[config.mk]
export PLATFORM = sky130hd
export DESIGN_NAME = matmult_sequencer
export DESIGN_NICKNAME = d
export VERILOG_FILES = /design/src/rtl/matmult_sequencer.sv
export SDC_FILE = /design/constraint.sdc
export NUM_CORES = 1
export LEC_CHECK = 0
export CAP_MARGIN = 20
export CORE_MARGIN = 4
export CORE_UTILIZATION = 52
export DETAILED_ROUTE_END_ITERATION = 16
export PLACE_DENSITY = 0.85
export SYNTH_ARGS = -nofsm -noshare
export SYNTH_HDL_FRONTEND = slang
export SYNTH_SLANG_ARGS = --single-unit
[constraint.sdc]
create_clock -name clk -period 11.4 [get_ports clk]
set_input_delay 2.28 -clock clk [delete_from_list [all_inputs] [get_ports clk]]
set_output_delay 2.28 -clock clk [all_outputs]
set_load 0.02 [all_outputs]
[src/rtl/matmult_sequencer.sv]
// rtl/matmult_sequencer.sv - sequences a streamed 2x2 operand pair into a multiplier and streams the 2x2 result back out
module matmult_sequencer #(
    parameter int WIDTH       = 32,
    parameter int HOLD_CYCLES = 4
) (
    input  logic             clk,
    input  logic             reset,
    input  logic [WIDTH-1:0] in_data,
    input  logic             in_valid,
    output logic             in_ready,
    output logic [WIDTH-1:0] a11,
    output logic [WIDTH-1:0] a12,
    output logic [WIDTH-1:0] a21,
    output logic [WIDTH-1:0] a22,
    output logic [WIDTH-1:0] b11,
    output logic [WIDTH-1:0] b12,
    output logic [WIDTH-1:0] b21,
    output logic [WIDTH-1:0] b22,
    input  logic [WIDTH-1:0] c11,
    input  logic [WIDTH-1:0] c12,
    input  logic [WIDTH-1:0] c21,
    input  logic [WIDTH-1:0] c22,
    output logic [WIDTH-1:0] out_data,
    output logic             out_valid,
    input  logic             out_ready,
    output logic             busy
);

    typedef enum logic [1:0] {LOAD, HOLD, DRAIN} state_t;

    localparam logic [7:0] HOLD_LAST = 8'(HOLD_CYCLES - 1);

    state_t           state;
    logic [WIDTH-1:0] operand [8];
    logic [WIDTH-1:0] result  [4];
    logic [2:0]       load_idx;
    logic [7:0]       hold_cnt;
    logic [1:0]       drain_idx;
    logic [1:0]       next_drain;

    assign next_drain = drain_idx + 2'd1;

    assign a11 = operand[0];
    assign a12 = operand[1];
    assign a21 = operand[2];
    assign a22 = operand[3];
    assign b11 = operand[4];
    assign b12 = operand[5];
    assign b21 = operand[6];
    assign b22 = operand[7];

    always_ff @(posedge clk) begin
        if (reset) begin
            state     <= LOAD;
            load_idx  <= 3'd0;
            hold_cnt  <= 8'd0;
            drain_idx <= 2'd0;
            for (int i = 0; i < 8; i++) operand[i] <= '0;
            for (int i = 0; i < 4; i++) result[i] <= '0;
            in_ready  <= 1'b1;
            out_valid <= 1'b0;
            out_data  <= '0;
            busy      <= 1'b0;
        end else begin
            case (state)
                LOAD: begin
                    if (in_valid && in_ready) begin
                        operand[load_idx] <= in_data;
                        load_idx          <= load_idx + 3'd1;
                        if (load_idx == 3'd7) begin
                            state    <= HOLD;
                            hold_cnt <= 8'd0;
                            in_ready <= 1'b0;
                            busy     <= 1'b1;
                        end
                    end
                end
                HOLD: begin
                    hold_cnt <= hold_cnt + 8'd1;
                    if (hold_cnt == HOLD_LAST) begin
                        result[0] <= c11;
                        result[1] <= c12;
                        result[2] <= c21;
                        result[3] <= c22;
                        drain_idx <= 2'd0;
                        state     <= DRAIN;
                    end
                end
                DRAIN: begin
                    // First DRAIN cycle moves result[0] into the output register before presenting it.
                    if (!out_valid) begin
                        out_valid <= 1'b1;
                        out_data  <= result[0];
                        drain_idx <= 2'd0;
                    end else if (out_ready) begin
                        if (drain_idx == 2'd3) begin
                            drain_idx <= 2'd0;
                            out_valid <= 1'b0;
                            in_ready  <= 1'b1;
                            busy      <= 1'b0;
                            state     <= LOAD;
                        end else begin
                            drain_idx <= next_drain;
                            out_data  <= result[next_drain];
                        end
                    end
                end
                default: begin
                    state     <= LOAD;
                    in_ready  <= 1'b1;
                    out_valid <= 1'b0;
                    busy      <= 1'b0;
                end
            endcase
        end
    end

endmodule

# [Yosys cells after proc, flatten, opt, wreduce, memory -nomap -nowiden]
# Memory sizes are Yosys's and may differ from the RTL's.
# Cells that the tools add are included.
# W data, S select, Z words.
[totals] reg_bits=50 ram_bits=384 input_bits=164 output_inout_bits=291 wordCells=95 memories=2
[mem_list] memory="operand" depth=8 width=32 read_ports=8 rd_ports_with_merged_regs=0 write_ports=8 line_no="34" source="logic [WIDTH-1:0] operand [8];"
[mem_list] memory="result" depth=4 width=32 read_ports=2 rd_ports_with_merged_regs=0 write_ports=4 line_no="35" source="logic [WIDTH-1:0] result [4];"
[op_classes] add_sub_neg=3 eq_ne=14 muxes=51 n_bitwise=5 reduce_logical=12
[ops] op="$mux W32" n=8
[ops] op="$reduce_or A32 Y1" n=1
[ops] op="$mux W1" n=24
[ops] op="$mux W2" n=10
[ops] op="$mux W8" n=2
[ops] op="$pmux W8 S2" n=1
[ops] op="$ne A2 B2 Y1 const B" n=7
[ops] op="$reduce_and A6 Y1" n=2
[ops] op="$reduce_and A3 Y1" n=3
[ops] op="$add A8 B1 Y8 const B" n=1
[ops] op="$eq A8 B2 Y1 const B" n=1
[ops] op="$pmux W1 S3" n=2
[ops] op="$pmux W2 S3" n=1
[ops] op="$eq A2 B2 Y1 const B" n=2
[ops] op="$or A1 B1 Y1" n=4
[ops] op="$pmux W2 S2" n=1
[ops] op="$reduce_bool A2 Y1" n=2
[ops] op="$add A3 B1 Y3 const B" n=1
[ops] op="$eq A3 B3 Y1 const B" n=1
[ops] op="$mux W3" n=1
[ops] op="$ne A3 B3 Y1 const B" n=1
[ops] op="$add A2 B1 Y2 const B" n=1
[ops] op="$eq A2 B1 Y1 const B" n=1
[ops] op="$logic_not A2 Y1" n=1
[ops] op="6 further kinds" n=6

# [Logic depth before layout (Yosys ltp)]
[logic_depth] word_depth=7 mapped_depth=7 mapped_depth_nobuf=6

# [Worst setup path before layout]
# Ideal clock, no wire load.
[synth_timing] path_kind="input to register" startpoint="in reset" endpoint="reg drain_idx[1]" setup_ps=296 arrival_ps=5999 required_ps=11104 slack_ps=5105 stages=3 path_buffers=1 cell_sequence="clkbuf_1 -> nand2b_1 -> o21ai_0"
[synth_lines] item="from (decl)" line_no="7" source="input logic reset,"
[synth_lines] item="to (signal assigned)" line_no="103" source="drain_idx <= next_drain;"
[synth_lines] item="to (decl)" line_no="38" source="logic [1:0] drain_idx;"

==> metrics.csv <==
metric;value;unit
grt_start_max_net_pins;129;
place_congestion;0.9434;
synthFlopType;sky130_fd_sc_hd__edfxtp_1;
routed_via_density;5.595;
netlist_top_cells_area;sky130_fd_sc_hd__edfxtp_1, sky130_fd_sc_hd__nor2_1, sky130_fd_sc_hd__dfxtp_1;
cp.required;11.55;ns
yosysUniqueCellTypes;49;
hold_path.startpoint;out_data[21];
place.port_buffers;454;
cts_repair_resize_count;0;
hold_viol;0;
r2r_endpoint;result[1][13];
cell_area_after_technology_mapping;16600;um^2
power.density;155.3;nW/um^2
number_of_enable_flip_flop_cells_after_synthesis;384;
num-nets-final;1788;
slowest_stage;sky130_fd_sc_hd__o21bai_4;
layout.cells.non_filler;2059;
postPlaceCellArea;21520;um^2
layout-drive-gt1-share;5.982;%
grt_pass1_vias;11696;
post-synth-top-area-cell;sky130_fd_sc_hd__edfxtp_1;
grt.overflow.total;0;
cts_inserted_buffers;43;
clock_latency;0.54;ns
tritoncts_clock_tree;done;
boundaryPins;455;
cp.arrival;5.00;ns
core_area;31560;um^2
drv.max_cap_violation_count;0;
layout_commonest_cell;sky130_fd_sc_hd__clkdlybuf4s50_1;
outcome;complete, no violations;
route.final.wire_length;48130;um
worst_hold_path.num_cells;1;
worstPathCellList;clkdlybuf4s50_1 > and3b_1 > nand2_1 > or3_2 > buf_4 > o21bai_4;
grt_setup_unrepaired;false;
r2r_cells;5;
hold_buffers;0;
grt_first_pass_wirelength;71550;um
synth-seq-area-share;75.49;%
crit_path_start_kind;input pin;
finalWorstPathRequiredPeriod;4.858;ns
synth_nets;1352;
most-common-layout-cells;sky130_fd_sc_hd__clkdlybuf4s50_1, sky130_fd_sc_hd__edfxtp_1, sky130_fd_sc_hd__nor2_1, sky130_fd_sc_hd__and2_1, sky130_fd_sc_hd__nand2_1;
drc;0;
totalNegativeSetupSlack;0;ns
critical_path.max_fanout;45;
timing.max_slew.rel_slack;28.23;%
leakage;7.996;nW
timing.hold.worst_endpoint;out_data[21];
clk_pin_slew;0.06;ns
ctsHtreeMaxLevel;2;
fmaxAchievable;205.9;MHz
critical-path-max-stage-delay;0.85;ns
drt_antenna_net_count;0;
wire_per_inst;23.38;um
postSynthAreaPerCell;14.02;um^2
worst_r2r_setup_slack;8.25;ns
worst_ir_drop_vdd;0.1021;mV
die-area;34850;um^2
synth_async_sr_flop_share;0;%
numPlacedInstances;1977;
postCtsSetupBuffers;0;
area_growth;38.11;%
chipWidth;186.7;um
clockRootBuffer;sky130_fd_sc_hd__clkbuf_16;
p_total;3.560;mW
yosys_warnings;0;
hold_class;reg2reg;
number_of_antenna_violations_at_the_first_check_in_global_routing;2;
synth_cells;1184;
fillers;1902;
num_vias;11520;
drt_pass1_iterations;6;
grtUsageTotal;26.49;%
timing_worst_setup_path_type;in2reg;
rr_startpoint;hold_cnt[0];
clock-sinks;434;
row_cnt;65;
tightestPinTransition;1.074;ns
skew;0.01961;ns
timing.hold.ws;0.4689;ns
setup_viol_count_final;0;
synth_seq_cells;434;
area_of_the_multi_input_gates;3835;um^2
dr.first_iter.drc_count;1550;
timing.final.crit_share;42.61;%
dp_hpwl;33410;um
ctsLongestPathBuffers;3;
start_util;52.61;%
synth_top_area_share;69.46;%
sequential_cell_area;12530;um^2
worst_setup_path_end_kind;flop;
final_cell_area;22930;um^2
slew_violations;0;
floorplan.die.height;186.7;um
## per-layer routing
metal | routed length [um] | up-vias | part of all wire (%) | track usage [%]
li1 | - | 5072 | - | -
met1 | 16670 | 5476 | 35 | 32.05
met2 | 24020 | 835 | 50 | 45.80
met3 | 5107 | 137 | 11 | 6.453
met4 | 2342 | 0 | 4.9 | 11.06
met5 | 0 | - | 0 | 0
## state kept, by name, summed over array words and instances, names as in the netlist
signal	cells
load_idx	3
state	2
hold_cnt	8
out_data	32
out_valid	1
operand	256
result	128
in_ready	1
busy	1
drain_idx	2
## per-stage QoR
step,utilization [%],setup slack [ns]
2_1_floorplan,-,5.105
3_3_place_gp,68.18,6.153
3_5_place_dp,68.18,6.025
4_1_cts,72.64,6.572
5_1_grt,72.66,6.404
6_report,72.66,6.542
## layout make-up
cell class	count	share of cell area (%)
well taps	402	2.194
diodes	2	0.02183
repair buffers	466	20.21
multi-input cells	672	16.73
flip-flops and latches	434	54.66
clock buffers	55	5.113
inverters	3	0.04911
clock inverters	25	1.026
## cell usage after synthesis (2+ instances only)
cell type and number:
sky130_fd_sc_hd__a21oi_1 5, sky130_fd_sc_hd__a32o_1 32, sky130_fd_sc_hd__and2_1 128, sky130_fd_sc_hd__buf_1 4, sky130_fd_sc_hd__buf_2 25, sky130_fd_sc_hd__buf_4 2, sky130_fd_sc_hd__buf_6 5, sky130_fd_sc_hd__clkbuf_1 27
sky130_fd_sc_hd__clkbuf_2 12, sky130_fd_sc_hd__dfxtp_1 50, sky130_fd_sc_hd__edfxtp_1 384, sky130_fd_sc_hd__ha_1 4, sky130_fd_sc_hd__inv_1 3, sky130_fd_sc_hd__mux2i_1 35, sky130_fd_sc_hd__nand2_1 100, sky130_fd_sc_hd__nand2b_1 6
sky130_fd_sc_hd__nand3_1 3, sky130_fd_sc_hd__nand4b_1 3, sky130_fd_sc_hd__nor2_1 275, sky130_fd_sc_hd__nor2b_1 4, sky130_fd_sc_hd__nor3_1 3, sky130_fd_sc_hd__nor3b_1 3, sky130_fd_sc_hd__o21ai_0 2, sky130_fd_sc_hd__o21bai_1 8
sky130_fd_sc_hd__o22a_1 31, sky130_fd_sc_hd__or3_1 2, sky130_fd_sc_hd__xnor2_1 6
## worst max path at each step
stage                                end  cells after the start     start
after floorplan             drain_idx[1]                      3     reset
after global placement     operand[3][9]                      6  in_valid
after detailed placement  operand[1][13]                      6  in_valid
after CTS                 operand[1][22]                      6  in_valid
after global routing       operand[1][3]                      6  in_valid
final                     operand[1][22]                      6  in_valid
## kinds of logic after synthesis
kind of cell    share of synthesized area, %
flops                                  75.49
compound gates                         4.741
mux                                    2.110
fa+ha+maj                             0.3015
xor+xnor                              0.3693
buf+inv                                2.314
simple gates                           14.67
## worst max-delay path: cells and delay by family
family	cells	cell delay [ns]
simple gates	3	0.94
buf+inv	2	0.92
compound gates	1	0.85
## power breakdown
part           internal, mW  switching, mW
logic                 0.142          0.181
clock network         0.821          0.589
registers              1.80         0.0312
Note: power is estimated with default switching activity, not from simulation.
